## config.mk

```make
export PLATFORM = sky130hd
export DESIGN_NAME = des_key_sched
export DESIGN_NICKNAME = d
export VERILOG_FILES = /design/src/rtl/des_key_sched.sv
export SDC_FILE = /design/constraint.sdc
export NUM_CORES = 1
export LEC_CHECK = 0
export BUFFER_PORTS_ARGS = -buffer_cell sky130_fd_sc_hd__buf_2
export CAP_MARGIN = 25
export CORE_MARGIN = 3
export CORE_UTILIZATION = 40
export CTS_CLUSTER_DIAMETER = 60
export CTS_CLUSTER_SIZE = 12
export DETAILED_ROUTE_END_ITERATION = 16
export GPL_ROUTABILITY_DRIVEN = 0
export PLACE_DENSITY = 0.6
export SYNTH_ARGS = -nofsm -noshare
export SYNTH_HDL_FRONTEND = slang
export SYNTH_SLANG_ARGS = --single-unit
```

## constraint.sdc

```tcl
create_clock -name clk -period 2.9 [get_ports clk]
set_clock_uncertainty 0.15 [all_clocks]
set_input_delay 0.145 -clock clk [delete_from_list [all_inputs] [get_ports clk]]
set_output_delay 0.145 -clock clk [all_outputs]
set_load 0.1 [all_outputs]
```

## src/rtl/des_key_sched.sv

```systemverilog
// Iterative DES key schedule: PC-1 load, per-round C/D rotation, PC-2 out.
// Encrypt presents K1..K16, decrypt presents K16..K1.
module des_key_sched (
  input  logic        clk,
  input  logic        rst,
  input  logic [63:0] key,
  input  logic        decrypt,
  input  logic        start,
  input  logic        next,
  output logic [47:0] subkey,
  output logic [3:0]  round,
  output logic        key_vld,
  output logic        last,
  output logic        busy
);

  typedef enum logic {IDLE, ACTIVE} state_t;

  localparam int PC1 [56] = '{
    57, 49, 41, 33, 25, 17,  9,  1, 58, 50, 42, 34, 26, 18,
    10,  2, 59, 51, 43, 35, 27, 19, 11,  3, 60, 52, 44, 36,
    63, 55, 47, 39, 31, 23, 15,  7, 62, 54, 46, 38, 30, 22,
    14,  6, 61, 53, 45, 37, 29, 21, 13,  5, 28, 20, 12,  4
  };

  localparam int PC2 [48] = '{
    14, 17, 11, 24,  1,  5,  3, 28, 15,  6, 21, 10,
    23, 19, 12,  4, 26,  8, 16,  7, 27, 20, 13,  2,
    41, 52, 31, 37, 47, 55, 30, 40, 51, 45, 33, 48,
    44, 49, 39, 56, 34, 53, 46, 42, 50, 36, 29, 32
  };

  state_t      state;
  state_t      state_nx;
  logic [27:0] c_q;
  logic [27:0] d_q;
  logic        dir_q;
  logic        load;
  logic        adv;
  logic        done;
  logic        sh2;
  logic [55:0] cd_ld;
  logic [27:0] c_ld;
  logic [27:0] d_ld;

  function automatic logic [55:0] pc1(input logic [63:0] k);
    logic [55:0] r;
    r = '0;
    for (int i = 0; i < 56; i++)
      r[55-i] = k[64-PC1[i]];
    return r;
  endfunction

  function automatic logic [47:0] pc2(input logic [55:0] cd);
    logic [47:0] r;
    r = '0;
    for (int i = 0; i < 48; i++)
      r[47-i] = cd[56-PC2[i]];
    return r;
  endfunction

  function automatic logic [27:0] rotl(input logic [27:0] x,
                                       input logic two);
    return two ? {x[25:0], x[27:26]} : {x[26:0], x[27]};
  endfunction

  function automatic logic [27:0] rotr(input logic [27:0] x,
                                       input logic two);
    return two ? {x[1:0], x[27:2]} : {x[0], x[27:1]};
  endfunction

  // S(n)==2 for every round except 1, 2, 9 and 16
  function automatic logic shift2(input logic [4:0] n);
    return !(n == 5'd1 || n == 5'd2 || n == 5'd9 || n == 5'd16);
  endfunction

  // load value: encrypt pre-applies the round-1 shift so K1 is shown first
  always_comb begin
    cd_ld = pc1(key);
    c_ld  = decrypt ? cd_ld[55:28] : rotl(cd_ld[55:28], 1'b0);
    d_ld  = decrypt ? cd_ld[27:0]  : rotl(cd_ld[27:0], 1'b0);
    sh2   = dir_q ? shift2(5'd16 - {1'b0, round})
                  : shift2({1'b0, round} + 5'd2);
  end

  // next-state and control strobes
  always_comb begin
    state_nx = state;
    load     = 1'b0;
    adv      = 1'b0;
    done     = 1'b0;
    case (state)
      IDLE: begin
        if (start) begin
          load     = 1'b1;
          state_nx = ACTIVE;
        end
      end
      ACTIVE: begin
        if (next) begin
          if (round == 4'd15) begin
            done     = 1'b1;
            state_nx = IDLE;
          end else begin
            adv = 1'b1;
          end
        end
      end
      default: state_nx = IDLE;
    endcase
  end

  // state, C/D, round counter and direction registers
  always_ff @(posedge clk or negedge rst) begin
    if (!rst) begin
      state <= IDLE;
      c_q   <= '0;
      d_q   <= '0;
      round <= '0;
      dir_q <= 1'b0;
    end else begin
      state <= state_nx;
      if (load) begin
        c_q   <= c_ld;
        d_q   <= d_ld;
        round <= '0;
        dir_q <= decrypt;
      end else if (adv) begin
        round <= round + 4'd1;
        c_q   <= dir_q ? rotr(c_q, sh2) : rotl(c_q, sh2);
        d_q   <= dir_q ? rotr(d_q, sh2) : rotl(d_q, sh2);
      end else if (done) begin
        round <= '0;
      end
    end
  end

  // outputs
  always_comb begin
    subkey  = pc2({c_q, d_q});
    key_vld = (state == ACTIVE);
    busy    = key_vld;
    last    = key_vld && (round == 4'd15);
  end

endmodule

```

==> metrics.md <==
| Metric | Value |
|---|---|
| Result of the run | complete, no violations |
| Gate count after technology mapping | between 700 and 800 |
| Total Die Area | roughly 0.016 mm^2 |
| Antenna violations before repair | 0 |
| Max-capacitance violation count | 0 |
| Synth unique cells | 37 |
| Width of the die | roughly 130 um |
| TritonCTS clock tree | done |
| Number of ports placed on the die boundary | around 120 |
| Number of nets in the layout | 837 |
| Synthesized Nets | 806 |
| Root Driver | sky130_fd_sc_hd__clkbuf_16 |
| Share of the cycle needed by the critical path after routing | 0.939 |
| Area Growth Syn to Fin | 12.2% |
| Final standard cell count with taps included and fillers excluded | 945 |
| Row count | between 40 and 50 |
| Slowest stage delay, CP | between 0.4 and 0.5 ns |
| Number of global-route vias before repair | about 5600 |
| Vert. Die Dim | between 100 and 150 um |
| Most frequent cells in the layout | sky130_fd_sc_hd__buf_2 (114), sky130_fd_sc_hd__o211ai_1 (105), sky130_fd_sc_hd__nor2_1 (92), sky130_fd_sc_hd__mux2i_1 (63), sky130_fd_sc_hd__dfrtp_1 (59) |
| Share of layout cells above drive strength 1 | 0.225 |
| Data arrival time of the critical path | 2.78 ns |
| Worst path bufs/invs | 2 |
| DRC violations left | 0 |
| Slowest stage cell, crit path | sky130_fd_sc_hd__dfrtp_2 |
| Sequential share of the synthesized area | 0.261 |
| Highest Clock Rate | roughly 370 MHz |
| Biggest fanout along the worst timing path | 16 |
| Max-slew violation count | 0 |
| Number of vias in the routed layout | between 6000 and 7000 |
| Initial core utilization | 0.418 |
| Number of placed instances with taps included | around 900 |
| Post-Route Hold Slack | 0.105 ns |
| Port Buf Inserts | roughly 120 |
| Worst slew margin relative to its limit | 0.574 |
| First drt pass iteration count | 5 |
| Number of failing setup endpoints in the final timing report | 0 |
| Clock slew seen by the registers of the worst setup and hold paths | roughly 0.060 ns |
| Synthesis warning total | 0 |
| Minimum period implied by the final worst setup slack | 2.72 ns |
| Layout Utilization | 0.469 |
| Placeable core region | 0.0142 mm^2 |
| Total wire length | approximately 18 mm |
| Clock latency reported for the late side of the worst-skew pair | roughly 0.35 ns |
| Fin. Hold Viols | 0 |
| Detailed placement HPWL | between 10 and 15 mm |
| CTS H-tree lvls | 3 |
| Maximum count of clock buffers along a single path | 2 |
| Sinks on Clock Net | 62 |
| Number of buffers created by CTS | 9 |
| CP Class | flip-flop to flip-flop |
| Setup repair after global routing missed its margin | no |
| Critical Path, Cell by Cell | inv_1 > ha_1 > a21bo_1 > a21oi_1 > o31a_2 > buf_4 > nor2_1 > o32ai_1 > o211ai_1 |
| Antenna diode count | 0 |
| Maximum number of pins on one net before global-route repair | 57 |
| Residual overflow from global routing | 0 |
| Total track usage | 0.214 |
| Setup crit end kind | flip-flop |
| Antenna Violating Nets Remaining | 0 |
| Sum of negative setup slack | 0 ns |
| First-pass GRT wire length | ~29 mm |
| Data required time at the worst endpoint | roughly 3 ns |
| Startpoint class of the critical path | flip-flop |
| Via density per instance | around 6.4 |
| Slew at the pin closest to its max-slew limit | ~0.64 ns |
| FF+latch count, synth | 62 |
| Mapped Avg Cell Area | 8.13 um^2 |
| Top Family by Delay on Critical Path | compound AO/OA/AOI/OAI gates |
| Routed WL per cell | between 15 and 20 um |
| Path class of the lowest-slack min-delay path | input port to flip-flop |
| Cell area after technology mapping | ~0.006 mm^2 |
| Buffers inserted by post-CTS timing repair | 0 |
| Most common library cell in the layout ignoring fill and taps | sky130_fd_sc_hd__buf_2 |
| Detailed Route Iter0 Violations | roughly 500 |
## metal layers
metal  vias up  share of wire  track usage
met2       214           0.46        0.336
met3        25          0.070       0.0479
li1       2857              -            -
met5         -              0            0
met4         0          0.014       0.0574
met1      2944           0.46        0.299
## worst register-to-register path, cell delays in order, from the launching register on
cell and delay (ns):
sky130_fd_sc_hd__dfrtp_2 0.48, sky130_fd_sc_hd__inv_1 0.13, sky130_fd_sc_hd__ha_1 0.23, sky130_fd_sc_hd__a21bo_1 0.22
sky130_fd_sc_hd__a21oi_1 0.28, sky130_fd_sc_hd__o31a_2 0.32, sky130_fd_sc_hd__buf_4 0.26, sky130_fd_sc_hd__nor2_1 0.08
sky130_fd_sc_hd__o32ai_1 0.30, sky130_fd_sc_hd__o211ai_1 0.14
## logic make-up after synthesis
| logic type | after synthesis | synth area share |
|---|---|---|
| adder cells (fa/ha/maj) | 7 | 0.0147 |
| AO/OA/AOI/OAI | 287 | 0.363 |
| multiplexers | 64 | 0.110 |
| buffers and inverters | 133 | 0.128 |
| flip-flops | 62 | 0.261 |
| XOR/XNOR | 1 | 0.00148 |
| AND/OR/NAND/NOR | 176 | 0.122 |
## sequential cells by signal, summed over array words and instances, names as in the netlist
name	flops
d_q	28
dir_q	1
round	4
c_q	28
busy	1
## synthesized netlist by cell type
master                      count  area (um^2)
sky130_fd_sc_hd__nor2_1        93          349
sky130_fd_sc_hd__buf_4         53          398
sky130_fd_sc_hd__o31a_1         1         8.76
sky130_fd_sc_hd__nand4_1        1         6.26
sky130_fd_sc_hd__and3_1         8         50.1
sky130_fd_sc_hd__ha_1           7         87.6
sky130_fd_sc_hd__and2_1         2         12.5
sky130_fd_sc_hd__a21oi_4        1         16.3
sky130_fd_sc_hd__a22o_1         1         8.76
sky130_fd_sc_hd__buf_2         26          130
sky130_fd_sc_hd__a21bo_1        1         10.0
sky130_fd_sc_hd__a31oi_1        2         12.5
sky130_fd_sc_hd__o31ai_1        1         7.51
sky130_fd_sc_hd__nor2b_1        1         6.26
sky130_fd_sc_hd__o21ai_0       11         55.1
sky130_fd_sc_hd__o32ai_1       49          429
sky130_fd_sc_hd__and3b_1        1         8.76
sky130_fd_sc_hd__and4bb_1       1         12.5
sky130_fd_sc_hd__mux2i_4        1         22.5
sky130_fd_sc_hd__nand2b_1       3         18.8
sky130_fd_sc_hd__a41oi_1        1         8.76
sky130_fd_sc_hd__a21oi_1       47          235
sky130_fd_sc_hd__a31o_2         1         8.76
sky130_fd_sc_hd__buf_6          4         45.0
sky130_fd_sc_hd__nand3_1        8         40.0
sky130_fd_sc_hd__a31oi_2        1         12.5
sky130_fd_sc_hd__xor2_1         1         8.76
sky130_fd_sc_hd__o22a_1         7         61.3
sky130_fd_sc_hd__nand2_1       58          218
sky130_fd_sc_hd__o31ai_2        1         12.5
sky130_fd_sc_hd__inv_1          6         22.5
sky130_fd_sc_hd__o2111ai_1     49          429
sky130_fd_sc_hd__mux2i_1       63          631
sky130_fd_sc_hd__o211ai_1     105          788
sky130_fd_sc_hd__clkbuf_1      44          165
sky130_fd_sc_hd__o22ai_1        8         50.1
sky130_fd_sc_hd__dfrtp_1       62         1550
## through the flow
step / setup slack (ns) / area [um^2]
after floorplan: 0.162 / 5940
after detailed placement: 0.216 / 6350
after CTS: 0.194 / 6660
final: 0.177 / 6660
after global routing: 0.00322 / 6660
after global placement: 0.282 / 6350
## area by class of cell
type                            count  area, um^2
Multi-Input combinational cell    535        3680
Inverter                            6        22.5
Clock buffer                       14         274
Fill cell                        1398        7540
Timing Repair Buffer              147         901
Tap cell                          180         225
Clock inverter                      1        5.00
Sequential cell                    62        1560
## repair_timing
action	in CTS	in global routing
hold buffers	3	0
resized for setup	0	0
endpoints found under the hold margin	26	0
## path summary, 6_finish.rpt
| kind | from | end | slack, ns | cells after the start |
|---|---|---|---|---|
| worst max-delay path | round[1]$_DFFE_PN0P_ | c_q[6]$_DFFE_PN0P_ | 0.18 | 9 |
| worst min-delay path | start | round[2]$_DFFE_PN0P_ | 0.10 | 4 |
| worst max register to register | round[1]$_DFFE_PN0P_ | c_q[6]$_DFFE_PN0P_ | 0.18 | 9 |
| worst min register to register | c_q[0]$_DFFE_PN0P_ | c_q[0]$_DFFE_PN0P_ | 0.47 | 1 |
| max in group asynchronous | rst | c_q[8]$_DFFE_PN0P_ | 1.73 | 3 |
| min in group asynchronous | rst | round[3]$_DFFE_PN0P_ | 0.22 | 2 |
Power is not shown: default switching activity piles up to over one toggle a cycle in this logic, so the estimate is an artifact.
